===== config.mk =====
export PLATFORM = sky130hd
export DESIGN_NAME = vend_ctrl_multi
export DESIGN_NICKNAME = d
export VERILOG_FILES = /design/src/rtl/vend_pkg.sv /design/src/rtl/vend_inventory.sv /design/src/rtl/vend_ctrl_multi.sv
export SDC_FILE = /design/constraint.sdc
export NUM_CORES = 1
export LEC_CHECK = 0
export CAP_MARGIN = 20
export CORE_MARGIN = 1
export CORE_UTILIZATION = 60
export DETAILED_ROUTE_END_ITERATION = 7
export DONT_BUFFER_PORTS = 1
export GPL_ROUTABILITY_DRIVEN = 1
export GPL_TIMING_DRIVEN = 1
export PLACE_DENSITY = 0.79
export SETUP_SLACK_MARGIN = 0.3
export SKIP_LAST_GASP = 1
export SLEW_MARGIN = 20
export SYNTH_ARGS = -nofsm -noshare
export SYNTH_HDL_FRONTEND = slang
export SYNTH_SLANG_ARGS = --single-unit

===== constraint.sdc =====
create_clock -name clk_i -period 12.95 [get_ports clk_i]
set_clock_uncertainty 0.15 [all_clocks]
set_input_delay 2.59 -clock clk_i [delete_from_list [all_inputs] [get_ports clk_i]]
set_output_delay 2.59 -clock clk_i [all_outputs]
set_load 0.02 [all_outputs]

===== src/rtl/vend_pkg.sv =====
// Shared definitions for the multi-category vending controller:
// FSM state codes, selection error codes and selector width helpers.
package vend_pkg;

  typedef enum logic [2:0] {
    ST_IDLE     = 3'd0,
    ST_CREDIT   = 3'd1,
    ST_CHECK    = 3'd2,
    ST_PAY_MORE = 3'd3,
    ST_CHANGE   = 3'd4,
    ST_DISPENSE = 3'd5,
    ST_REFUND   = 3'd6
  } vend_state_e;

  typedef enum logic [1:0] {
    SEL_OK       = 2'b00,
    SEL_INVALID  = 2'b01,
    SEL_NO_STOCK = 2'b10
  } sel_err_e;

  // A selector always needs at least one bit, even for a single category.
  function automatic int sel_width(input int n);
    return (n > 1) ? $clog2(n) : 1;
  endfunction

  localparam int DEF_N_CAT   = 2;
  localparam int DEF_N_ITEMS = 10;
  localparam int DEF_CAT_W   = sel_width(DEF_N_CAT);
  localparam int DEF_ITEM_W  = sel_width(DEF_N_ITEMS);

endpackage


===== src/rtl/vend_inventory.sv =====
// Price/stock table of N_CAT x N_ITEMS entries with a combinational read,
// one configuration write port and one stock-decrement port.
module vend_inventory
  import vend_pkg::*;
#(
  parameter int N_CAT   = DEF_N_CAT,
  parameter int N_ITEMS = DEF_N_ITEMS,
  parameter int CW      = 10,
  parameter int STOCK_W = 4,
  parameter int CAT_W   = sel_width(N_CAT),
  parameter int ITEM_W  = sel_width(N_ITEMS)
) (
  input  logic               clk_i,
  input  logic               reset_i,
  input  logic               we_i,
  input  logic [CAT_W-1:0]   wr_cat_i,
  input  logic [ITEM_W-1:0]  wr_item_i,
  input  logic [CW-1:0]      wr_price_i,
  input  logic [STOCK_W-1:0] wr_stock_i,
  input  logic               dec_i,
  input  logic [CAT_W-1:0]   dec_cat_i,
  input  logic [ITEM_W-1:0]  dec_item_i,
  input  logic [CAT_W-1:0]   rd_cat_i,
  input  logic [ITEM_W-1:0]  rd_item_i,
  output logic [CW-1:0]      rd_price_o,
  output logic [STOCK_W-1:0] rd_stock_o
);

  logic [CW-1:0]      price_q [N_CAT][N_ITEMS];
  logic [STOCK_W-1:0] stock_q [N_CAT][N_ITEMS];

  // A decrement on the same entry as a write wins and suppresses the write.
  always_ff @(posedge clk_i) begin
    if (reset_i) begin
      for (int c = 0; c < N_CAT; c++) begin
        for (int i = 0; i < N_ITEMS; i++) begin
          price_q[c][i] <= '0;
          stock_q[c][i] <= '0;
        end
      end
    end else begin
      for (int c = 0; c < N_CAT; c++) begin
        for (int i = 0; i < N_ITEMS; i++) begin
          if (dec_i && int'(dec_cat_i) == c && int'(dec_item_i) == i) begin
            if (stock_q[c][i] != '0) stock_q[c][i] <= stock_q[c][i] - STOCK_W'(1);
          end else if (we_i && int'(wr_cat_i) == c && int'(wr_item_i) == i) begin
            price_q[c][i] <= wr_price_i;
            stock_q[c][i] <= wr_stock_i;
          end
        end
      end
    end
  end

  always_comb begin
    rd_price_o = '0;
    rd_stock_o = '0;
    for (int c = 0; c < N_CAT; c++) begin
      for (int i = 0; i < N_ITEMS; i++) begin
        if (int'(rd_cat_i) == c && int'(rd_item_i) == i) begin
          rd_price_o = price_q[c][i];
          rd_stock_o = stock_q[c][i];
        end
      end
    end
  end

endmodule


===== src/rtl/vend_ctrl_multi.sv =====
// Multi-category vending controller: coin credit, table-checked selection, change,
// dispense and refund. Define VEND_TIMEOUT_EN to refund after TIMEOUT quiet cycles.
module vend_ctrl_multi
  import vend_pkg::*;
#(
  parameter int N_CAT   = DEF_N_CAT,
  parameter int N_ITEMS = DEF_N_ITEMS,
  parameter int CW      = 10,
  parameter int STOCK_W = 4,
  parameter int TIMEOUT = 15,
  localparam int CAT_W  = sel_width(N_CAT),
  localparam int ITEM_W = sel_width(N_ITEMS)
) (
  input  logic               clk_i,
  input  logic               reset_i,
  input  logic               coin_valid_i,
  input  logic [CW-1:0]      coin_value_i,
  input  logic               sel_valid_i,
  input  logic [CAT_W-1:0]   cat_sel_i,
  input  logic [ITEM_W-1:0]  item_sel_i,
  input  logic               cancel_i,
  input  logic               cfg_we_i,
  input  logic [CAT_W-1:0]   cfg_cat_i,
  input  logic [ITEM_W-1:0]  cfg_item_i,
  input  logic [CW-1:0]      cfg_price_i,
  input  logic [STOCK_W-1:0] cfg_stock_i,
  output logic [CW-1:0]      credit_o,
  output logic               coin_reject_o,
  output logic [1:0]         sel_err_o,
  output logic               change_valid_o,
  output logic [CW-1:0]      change_amount_o,
  output logic               refund_valid_o,
  output logic [CW-1:0]      refund_amount_o,
  output logic               dispense_valid_o,
  output logic [CAT_W-1:0]   dispense_cat_o,
  output logic [ITEM_W-1:0]  dispense_item_o,
  output logic [2:0]         state_o
);

  vend_state_e        state_q, state_d;
  logic [CW-1:0]      credit_q, credit_d;
  logic [CAT_W-1:0]   cat_q, cat_d;
  logic [ITEM_W-1:0]  item_q, item_d;
  logic               coin_reject_q, coin_reject_d;
  logic [CW-1:0]      rd_price;
  logic [STOCK_W-1:0] rd_stock;
  logic [CW:0]        coin_sum;
  logic               coin_ok;
  logic [1:0]         sel_code;

  vend_inventory #(
    .N_CAT(N_CAT), .N_ITEMS(N_ITEMS), .CW(CW), .STOCK_W(STOCK_W),
    .CAT_W(CAT_W), .ITEM_W(ITEM_W)
  ) u_inventory (
    .clk_i      (clk_i),
    .reset_i    (reset_i),
    .we_i       (cfg_we_i && state_q == ST_IDLE),
    .wr_cat_i   (cfg_cat_i),
    .wr_item_i  (cfg_item_i),
    .wr_price_i (cfg_price_i),
    .wr_stock_i (cfg_stock_i),
    .dec_i      (state_q == ST_DISPENSE),
    .dec_cat_i  (cat_q),
    .dec_item_i (item_q),
    .rd_cat_i   (cat_q),
    .rd_item_i  (item_q),
    .rd_price_o (rd_price),
    .rd_stock_o (rd_stock)
  );

  // The extra sum bit flags a coin that would overflow the credit register.
  assign coin_sum = {1'b0, credit_q} + {1'b0, coin_value_i};
  assign coin_ok  = coin_valid_i && !coin_sum[CW] &&
                    (state_q == ST_IDLE || state_q == ST_CREDIT || state_q == ST_PAY_MORE);

  always_comb begin
    sel_code = SEL_OK;
    if (item_q == '0 || int'(item_q) >= N_ITEMS || int'(cat_q) >= N_CAT || rd_price == '0)
      sel_code = SEL_INVALID;
    else if (rd_stock == '0)
      sel_code = SEL_NO_STOCK;
  end

`ifdef VEND_TIMEOUT_EN
  localparam int TO_W = $clog2(TIMEOUT + 1);
  logic [TO_W-1:0] timer_q, timer_d;
  logic            quiet;

  assign quiet = (state_q == ST_CREDIT || state_q == ST_PAY_MORE) &&
                 !coin_ok && !sel_valid_i && !cancel_i;

  always_ff @(posedge clk_i) begin
    if (reset_i) timer_q <= '0;
    else         timer_q <= timer_d;
  end
`else
  logic unused_timeout;
  assign unused_timeout = (TIMEOUT != 0);
`endif

  always_comb begin
    state_d       = state_q;
    credit_d      = coin_ok ? coin_sum[CW-1:0] : credit_q;
    cat_d         = cat_q;
    item_d        = item_q;
    coin_reject_d = coin_valid_i && !coin_ok;
    case (state_q)
      ST_IDLE:     if (coin_ok) state_d = ST_CREDIT;
      ST_CREDIT: begin
        if (cancel_i) begin
          state_d = ST_REFUND;
        end else if (sel_valid_i) begin
          cat_d   = cat_sel_i;
          item_d  = item_sel_i;
          state_d = ST_CHECK;
        end
      end
      ST_CHECK: begin
        if (sel_code != SEL_OK)      state_d = ST_CREDIT;
        else if (credit_q > rd_price) state_d = ST_CHANGE;
        else if (credit_q == rd_price) state_d = ST_DISPENSE;
        else                          state_d = ST_PAY_MORE;
      end
      ST_PAY_MORE: begin
        if (cancel_i)     state_d = ST_REFUND;
        else if (coin_ok) state_d = ST_CHECK;
      end
      ST_CHANGE:   state_d = ST_DISPENSE;
      ST_DISPENSE: begin
        credit_d = '0;
        state_d  = ST_IDLE;
      end
      ST_REFUND: begin
        credit_d = '0;
        state_d  = ST_IDLE;
      end
      default:     state_d = ST_IDLE;
    endcase
`ifdef VEND_TIMEOUT_EN
    // A quiet cycle is one where nothing else moves the FSM, so the counter is cleared on any exit.
    timer_d = '0;
    if (quiet) begin
      if (timer_q == TO_W'(TIMEOUT - 1)) state_d = ST_REFUND;
      else                              timer_d = timer_q + TO_W'(1);
    end
`endif
  end

  always_ff @(posedge clk_i) begin
    if (reset_i) begin
      state_q       <= ST_IDLE;
      credit_q      <= '0;
      cat_q         <= '0;
      item_q        <= '0;
      coin_reject_q <= 1'b0;
    end else begin
      state_q       <= state_d;
      credit_q      <= credit_d;
      cat_q         <= cat_d;
      item_q        <= item_d;
      coin_reject_q <= coin_reject_d;
    end
  end

  assign state_o          = state_q;
  assign credit_o         = credit_q;
  assign coin_reject_o    = coin_reject_q;
  assign sel_err_o        = (state_q == ST_CHECK) ? sel_code : SEL_OK;
  assign change_valid_o   = (state_q == ST_CHANGE);
  assign change_amount_o  = (state_q == ST_CHANGE) ? credit_q - rd_price : '0;
  assign refund_valid_o   = (state_q == ST_REFUND);
  assign refund_amount_o  = (state_q == ST_REFUND) ? credit_q : '0;
  assign dispense_valid_o = (state_q == ST_DISPENSE);
  assign dispense_cat_o   = (state_q == ST_DISPENSE) ? cat_q : '0;
  assign dispense_item_o  = (state_q == ST_DISPENSE) ? item_q : '0;

endmodule


# Word-level counts from Yosys, hierarchy flattened
# Memories as Yosys holds them, arrays and structs flattened.
# Cells that the tools add are included.
# word_totals
memories	2
mem_bits_rw	280
latchBits	0
output_inout_bits	44
elab_cells	504
ff_bits	19
mem_bits_ro	0
in_bits	40
# mem_list
name	words	width	read_ports	rd_ports_with_merged_regs	write_ports	line_no	text
u_inventory.price_q	2	100	2	0	2	vend_inventory.sv:29	logic [CW-1:0] price_q [N_CAT][N_ITEMS];
u_inventory.stock_q	2	40	2	0	2	vend_inventory.sv:30	logic [STOCK_W-1:0] stock_q [N_CAT][N_ITEMS];
# op_classes
div	0
add_sub_neg	22
reduce_logical	104
n_lt_le_gt_ge	2
n_mul	0
eq_ne	28
n_mux	278
bitwise_logic	63
n_shift	0
# ops
cell	count
two-way mux 10 bit	42
two-way mux 4 bit	61
two-way mux 1 bit	163
nonzero test 4 bit	20
subtractor 4 x 1 -> 4 bit (second input constant)	20
logical AND 1 bit	68
OR 1 bit	60
== test 4 bit (second input constant)	12
two-way mux 3 bit	8
== test 4 x 3 -> 1 bit (second input constant)	4
logical NOT 4 bit	4
one-hot mux 3 bit (5 select lines)	1
adder 10 x 10 -> 11 bit	1
== test 10 bit	1
greater-than comparator 10 bit	1
logical NOT 10 bit	1
subtractor 10 bit	1
== test 3 bit (second input constant)	3
== test 4 x 2 -> 1 bit (second input constant)	2
== test 3 x 2 -> 1 bit (second input constant)	2
two-way mux 2 bit	3
!= test 3 bit (second input constant)	2
AND reduction 3 bit	2
greater-or-equal comparator 4 bit (second input constant)	1
8 further kinds	14

# Logic depth before layout (Yosys ltp)
# depth
word_depth	28
depth_mapped	20
mapped_depth_nobuf	17

# By module
# From an unflattened synthesis, not the netlist that was laid out.
# unflattened
cells_unflattened	1653
area_unflattened_um2	17440.5
# by_module_without_submodules
module	cells_per_inst	seq_area_each_um2	instances	area_per_inst_um2
vend_inventory	1410	8408.1	1	15493.6
vend_ctrl_multi	243	380.4	1	1946.9

# Worst setup path before layout
# No wires, ideal clock.
# synth_path
kind	register -> output
from	register cat_q
to	output change_amount_o[9]
arrival_ns	3.923
setup_slack_ns	6.287
stages_incl_launch_ff	18
t_required_ns	10.210
path_buffers	2
cell_sequence	dfxtp_1 buf_2 or2_0 clkbuf_1 o311ai_1 a222oi_1 or4_1 and3_1 ha_1 nor2b_1 o21ai_0 a21oi_1 o21ai_0 a21boi_0 o21ai_0 a21oi_1 o21ai_0 nor3b_1
# synth_between
elab_chain_cells	24
word_cells_on_any_way	43
cone_classes	1 x add/sub; 21 x mux; 1 x bitwise; 20 x reduce/logical
# synth_rtl
item	line_no	text
start: declaration	vend_ctrl_multi.sv:42	logic [CAT_W-1:0] cat_q, cat_d;
start signal: assignment	vend_ctrl_multi.sv:159	cat_q <= cat_d;
NOT 1 bit	vend_inventory.sv:60	if (int'(rd_cat_i) == c && int'(rd_item_i) == i) begin
logical AND 1 bit	vend_inventory.sv:60	
two-way mux 10 bit (19 in series)	vend_inventory.sv:60	
two-way mux 10 bit *	vend_inventory.sv:60	
subtractor 10 bit *	vend_ctrl_multi.sv:170	assign change_amount_o = (state_q == ST_CHANGE) ? credit_q - rd_price : '0;
two-way mux 10 bit *	vend_ctrl_multi.sv:170	
end: declaration	vend_ctrl_multi.sv:31	output logic [CW-1:0] change_amount_o,
# Mark *: on every way between the ends. The rest lies on a longest branch, timed or not.

# Worst setup path after layout
# layout_path
from	register item_q[0]
to	output change_amount_o[9]
# layout_between
elab_chain_cells	24
word_cells_on_any_way	52
cone_classes	1 x add/sub; 9 x eq/ne; 21 x mux; 21 x reduce/logical
# layout_rtl
item	line_no	text
start: declaration	vend_ctrl_multi.sv:43	logic [ITEM_W-1:0] item_q, item_d;
start signal: assignment	vend_ctrl_multi.sv:160	item_q <= item_d;
logical NOT 4 bit	vend_inventory.sv:60	
logical AND 1 bit	vend_inventory.sv:60	
two-way mux 10 bit (19 in series)	vend_inventory.sv:60	
two-way mux 10 bit *	vend_inventory.sv:60	
subtractor 10 bit *	vend_ctrl_multi.sv:170	
two-way mux 10 bit *	vend_ctrl_multi.sv:170	
# Marks and branches as above.

==> summary by stage <==
Timing
Hold is met by 484 ps. The final count of hold timing violations is 0. The final critical path takes up 66.7% of the cycle. The accumulated negative setup slack is 0 ps.

The tightest slew margin relative to the limit is 20.8%. Setup repair after global routing left no endpoint under its margin. The final setup violation count is 0. The worst path needs 8640 ps of the cycle, external delays included. The final max-slew violation count is 0. For the pin with the worst max-slew slack, the measured transition is 1190 ps. The maximum operating frequency is 116 MHz.

Clock tree
The H-tree was split into 2 levels. The TritonCTS buffer count is 34. The CTS tree is done. The latest clock arrival within the worst-skew pair is 510 ps. The number of setup buffers added after CTS is 0. For this design, the sink count on the clock tree is 299.

The number of gates given a new drive strength after cts is 0. The total of hold buffers inserted after clock tree synthesis is 0. The root buffer cell is clkbuf_16. The clock passes through at most 3 buffers. After clock tree synthesis, the clock-pin slew on the worst setup and hold paths is 60 ps.

Global route
The global-route wire length before repair is 85,300 µm. The total track usage is 40.1%. The initial antenna violation count came to 0. Entering global routing, the biggest net connects 87 pins. After global routing the overflow that remains totals 0.

The via count of the first global-routing pass was 13,300.

Critical path
The worst setup path is captured at a primary output. The flop-to-flop setup slack is 7340 ps. The required time of the critical path is 10,210 ps. The capture instance of the worst register-to-register path is state_o[1]$_SDFFE_PP0P_. Along the worst path, the maximum fanout reaches 64. The launching element type of the critical path is a flip-flop. The worst register-to-register path begins at item_q[0]$_SDFFE_PP0P_. STA puts the critical path data arrival time at 5900 ps.

The termination of the worst setup path is change_amount_o[9]. The timing startpoint of the critical path is item_q[0]$_SDFFE_PP0P_. Counting cells, the worst reg-to-reg path comes to 16. The critical path class is flip-flop to primary output.

Yosys
During synthesis, Yosys emitted a total of 0 warnings. The number of nets in the synthesized netlist is 1,747. The portion of the post-synthesis area used by sequential elements is 50.9%.

Counting flops with a built-in enable in the synthesized netlist gives 280. The number of distinct standard cells referenced by the synthesized netlist is 93. The most used flip-flop cell after synthesis is edfxtp_1. The mean cell area of the mapped netlist is 10.4 µm². After synthesis the netlist holds a flip-flop and latch count of 299.

In the synthesized netlist, the number of instances is 1,664. The netlist area before placement is 17,300 µm². The async set-or-reset flop fraction in the synthesized netlist is 0%.

Cells and area
The library cell used most frequently in the layout, excluding fill and tap cells, is edfxtp_1. The final net count is 1,686. The synthesis-to-finish area growth is 6.87%.

The count of fill cells added during filler insertion is 2,244. In the layout the commonest cells are edfxtp_1, nor2_1, nand2_1, and3_1, a21oi_1. The fraction of layout cells with a size suffix above 1 is 8.91%.

Floorplanning
The floorplan has 61 rows. The floorplan core area is 28,100 µm². Pin placement for this block handled 84 I/O pins.

The width of the chip is 172 µm. From bottom edge to top edge, the die measures 172 µm. The die covers 29,500 µm².

The starting utilization of the core area is 61.5%.

Drt
The routed length per instance is 29.2 µm. The total detailed-routing wirelength is 58,600 µm. The detailed-route via count is 14,400. After detailed routing, the number of remaining DRC violations is 0.

Once detail routing completed, the nets flagged for antenna violations numbered 0. Using the TritonRoute via totals, the vias-per-cell ratio works out to 7.16. In this run, the number of DRC markers left after iteration 0 of detailed routing was 2,373. The first-pass iteration count of the detailed router is 6.

Place
The final weighted congestion in routability-driven placement is 1.01. Buffers placed on the I/O ports in this run total 0. The detailed-placement wirelength estimate is 41,400 µm.

Pwr
The peak ir drop on the vdd network is 0.110 mV. The ratio of total power to cell area is 136 nW/µm². The static power due to leakage is 6.89 nW.

Hold path
The cell count of the worst hold path is 1. The type of the worst min-delay path is flip-flop to flip-flop.

Run status
The flow ran to the end, and the final reports show no timing, DRC or antenna violations.

Job
The count of max-cap constraint violations is 0.
==> layer usage <==
metal | up-vias | GRT usage, % | part of all wire [%]
li1 | 6113 | - | -
met1 | 6927 | 56.2 | 38
met2 | 1159 | 60.4 | 44
met3 | 164 | 8.51 | 14
met4 | 0 | 16.4 | 4.2
met5 | - | 0 | 0
==> synthesized netlist by cell type (8+ instances only) <==
cell type  number  share of area [%]
buf_2          21               0.61
nand3b_1       12               0.52
a211oi_1       20               0.87
nand2_1       102                2.2
nor2_1        174                3.8
edfxtp_1      280                 49
a22oi_1        19               0.83
and2_1         46                1.7
a22o_1         11               0.56
a21o_1         15               0.65
nor3b_1         9               0.39
o21ai_0        59                1.7
o211ai_1        9               0.39
mux2_2         11               0.72
a21oi_1        83                2.4
o221ai_1        8               0.41
nand4_1         8               0.29
o22ai_1        25               0.91
xnor2_1        37                1.9
a211oi_2       31                2.2
nor3_1         43                1.2
and3_1         84                3.0
inv_1          67                1.5
xor2_1          8               0.41
a221oi_1        9               0.46
or3_1          16               0.58
nand3_1        34               0.99
a31oi_1        13               0.47
mux2i_1        23                1.3
ha_1           41                3.0
nor2b_1        31                1.1
nor4_1          9               0.33
clkbuf_1       82                1.8
dfxtp_1        19                2.2
nand2b_1       28                1.0
==> worst min path at each step <==
stage / start / end / slack [ps]
after detailed placement: u_inventory.stock_q[0][0]$_SDFFCE_PP0P_ / u_inventory.stock_q[0][0]$_SDFFCE_PP0P_ / 460
after global placement: u_inventory.stock_q[0][0]$_SDFFCE_PP0P_ / u_inventory.stock_q[0][0]$_SDFFCE_PP0P_ / 450
after global routing: u_inventory.stock_q[0][0]$_SDFFCE_PP0P_ / u_inventory.stock_q[0][0]$_SDFFCE_PP0P_ / 490
after floorplan: credit_o[9]$_SDFFE_PP0P_ / credit_o[9]$_SDFFE_PP0P_ / 420
after CTS: u_inventory.stock_q[0][0]$_SDFFCE_PP0P_ / u_inventory.stock_q[0][0]$_SDFFCE_PP0P_ / 480
final: u_inventory.stock_q[0][0]$_SDFFCE_PP0P_ / u_inventory.stock_q[0][0]$_SDFFCE_PP0P_ / 480
==> cell families after synthesis <==
group | synth area share (%)
simple gates | 20.1
compound gates | 16.9
flops | 50.9
buf+inv | 4.52
xor+xnor | 2.28
fa+ha+maj | 3.20
mux | 2.18
==> worst max-delay path, stage by stage, from the launching register on <==
cell and delay [ps]:
dfxtp_2 530, buf_4 690, nand2_2 370, nor2_2 650
o31ai_1 180, o311a_1 210, a221oi_1 540, ha_1 410
o21ai_0 130, a21oi_1 120, o21ai_0 190, a21boi_0 140
o21ai_0 310, a21oi_1 140, o21ai_0 150, nor3b_1 590
==> layout make-up <==
| class | count | area [µm²] | area share (%) |
|---|---|---|---|
| flip-flops and latches | 299 | 8790 | 47.6 |
| multi-input cells | 1176 | 7730 | 41.9 |
| clock buffers | 48 | 935 | 5.06 |
| well taps | 378 | 473 | 2.56 |
| inverters | 70 | 263 | 1.42 |
| repair buffers | 22 | 165 | 0.895 |
| clock inverters | 13 | 98.8 | 0.535 |
| diodes | 1 | 2.50 | 0.0136 |
==> sequential cells by signal, indices dropped and copies added, names as in the netlist <==
signal and count:
u_inventory.stock_q 80, cat_q 1, item_q 4, state_o 3, credit_o 10, coin_reject_o 1, u_inventory.price_q 200
==> power breakdown <==
part	internal, mW	switching (mW)
Combinational	0.152	0.266
Clock	0.526	0.390
Sequential	1.11	0.0702
==> per-stage QoR <==
| step | cells | area, µm² | power [mW] | util, % | setup WS [ps] |
|---|---|---|---|---|---|
| 6_report | 2007 | 18500 | 2.52 | 65.7 | 4310 |
| 5_1_grt | 2006 | 18500 | 2.59 | 65.7 | 4090 |
| 4_1_cts | 2006 | 18400 | 2.50 | 65.7 | 4550 |
| 3_5_place_dp | 1945 | 17400 | 1.60 | 62.0 | 5100 |
| 3_3_place_gp | 1945 | 17400 | 1.59 | 62.0 | 5210 |
| 2_1_floorplan | 1664 | 17300 | 1.49 | - | 6290 |
No activity file was read; power rests on OpenSTA's default activity.
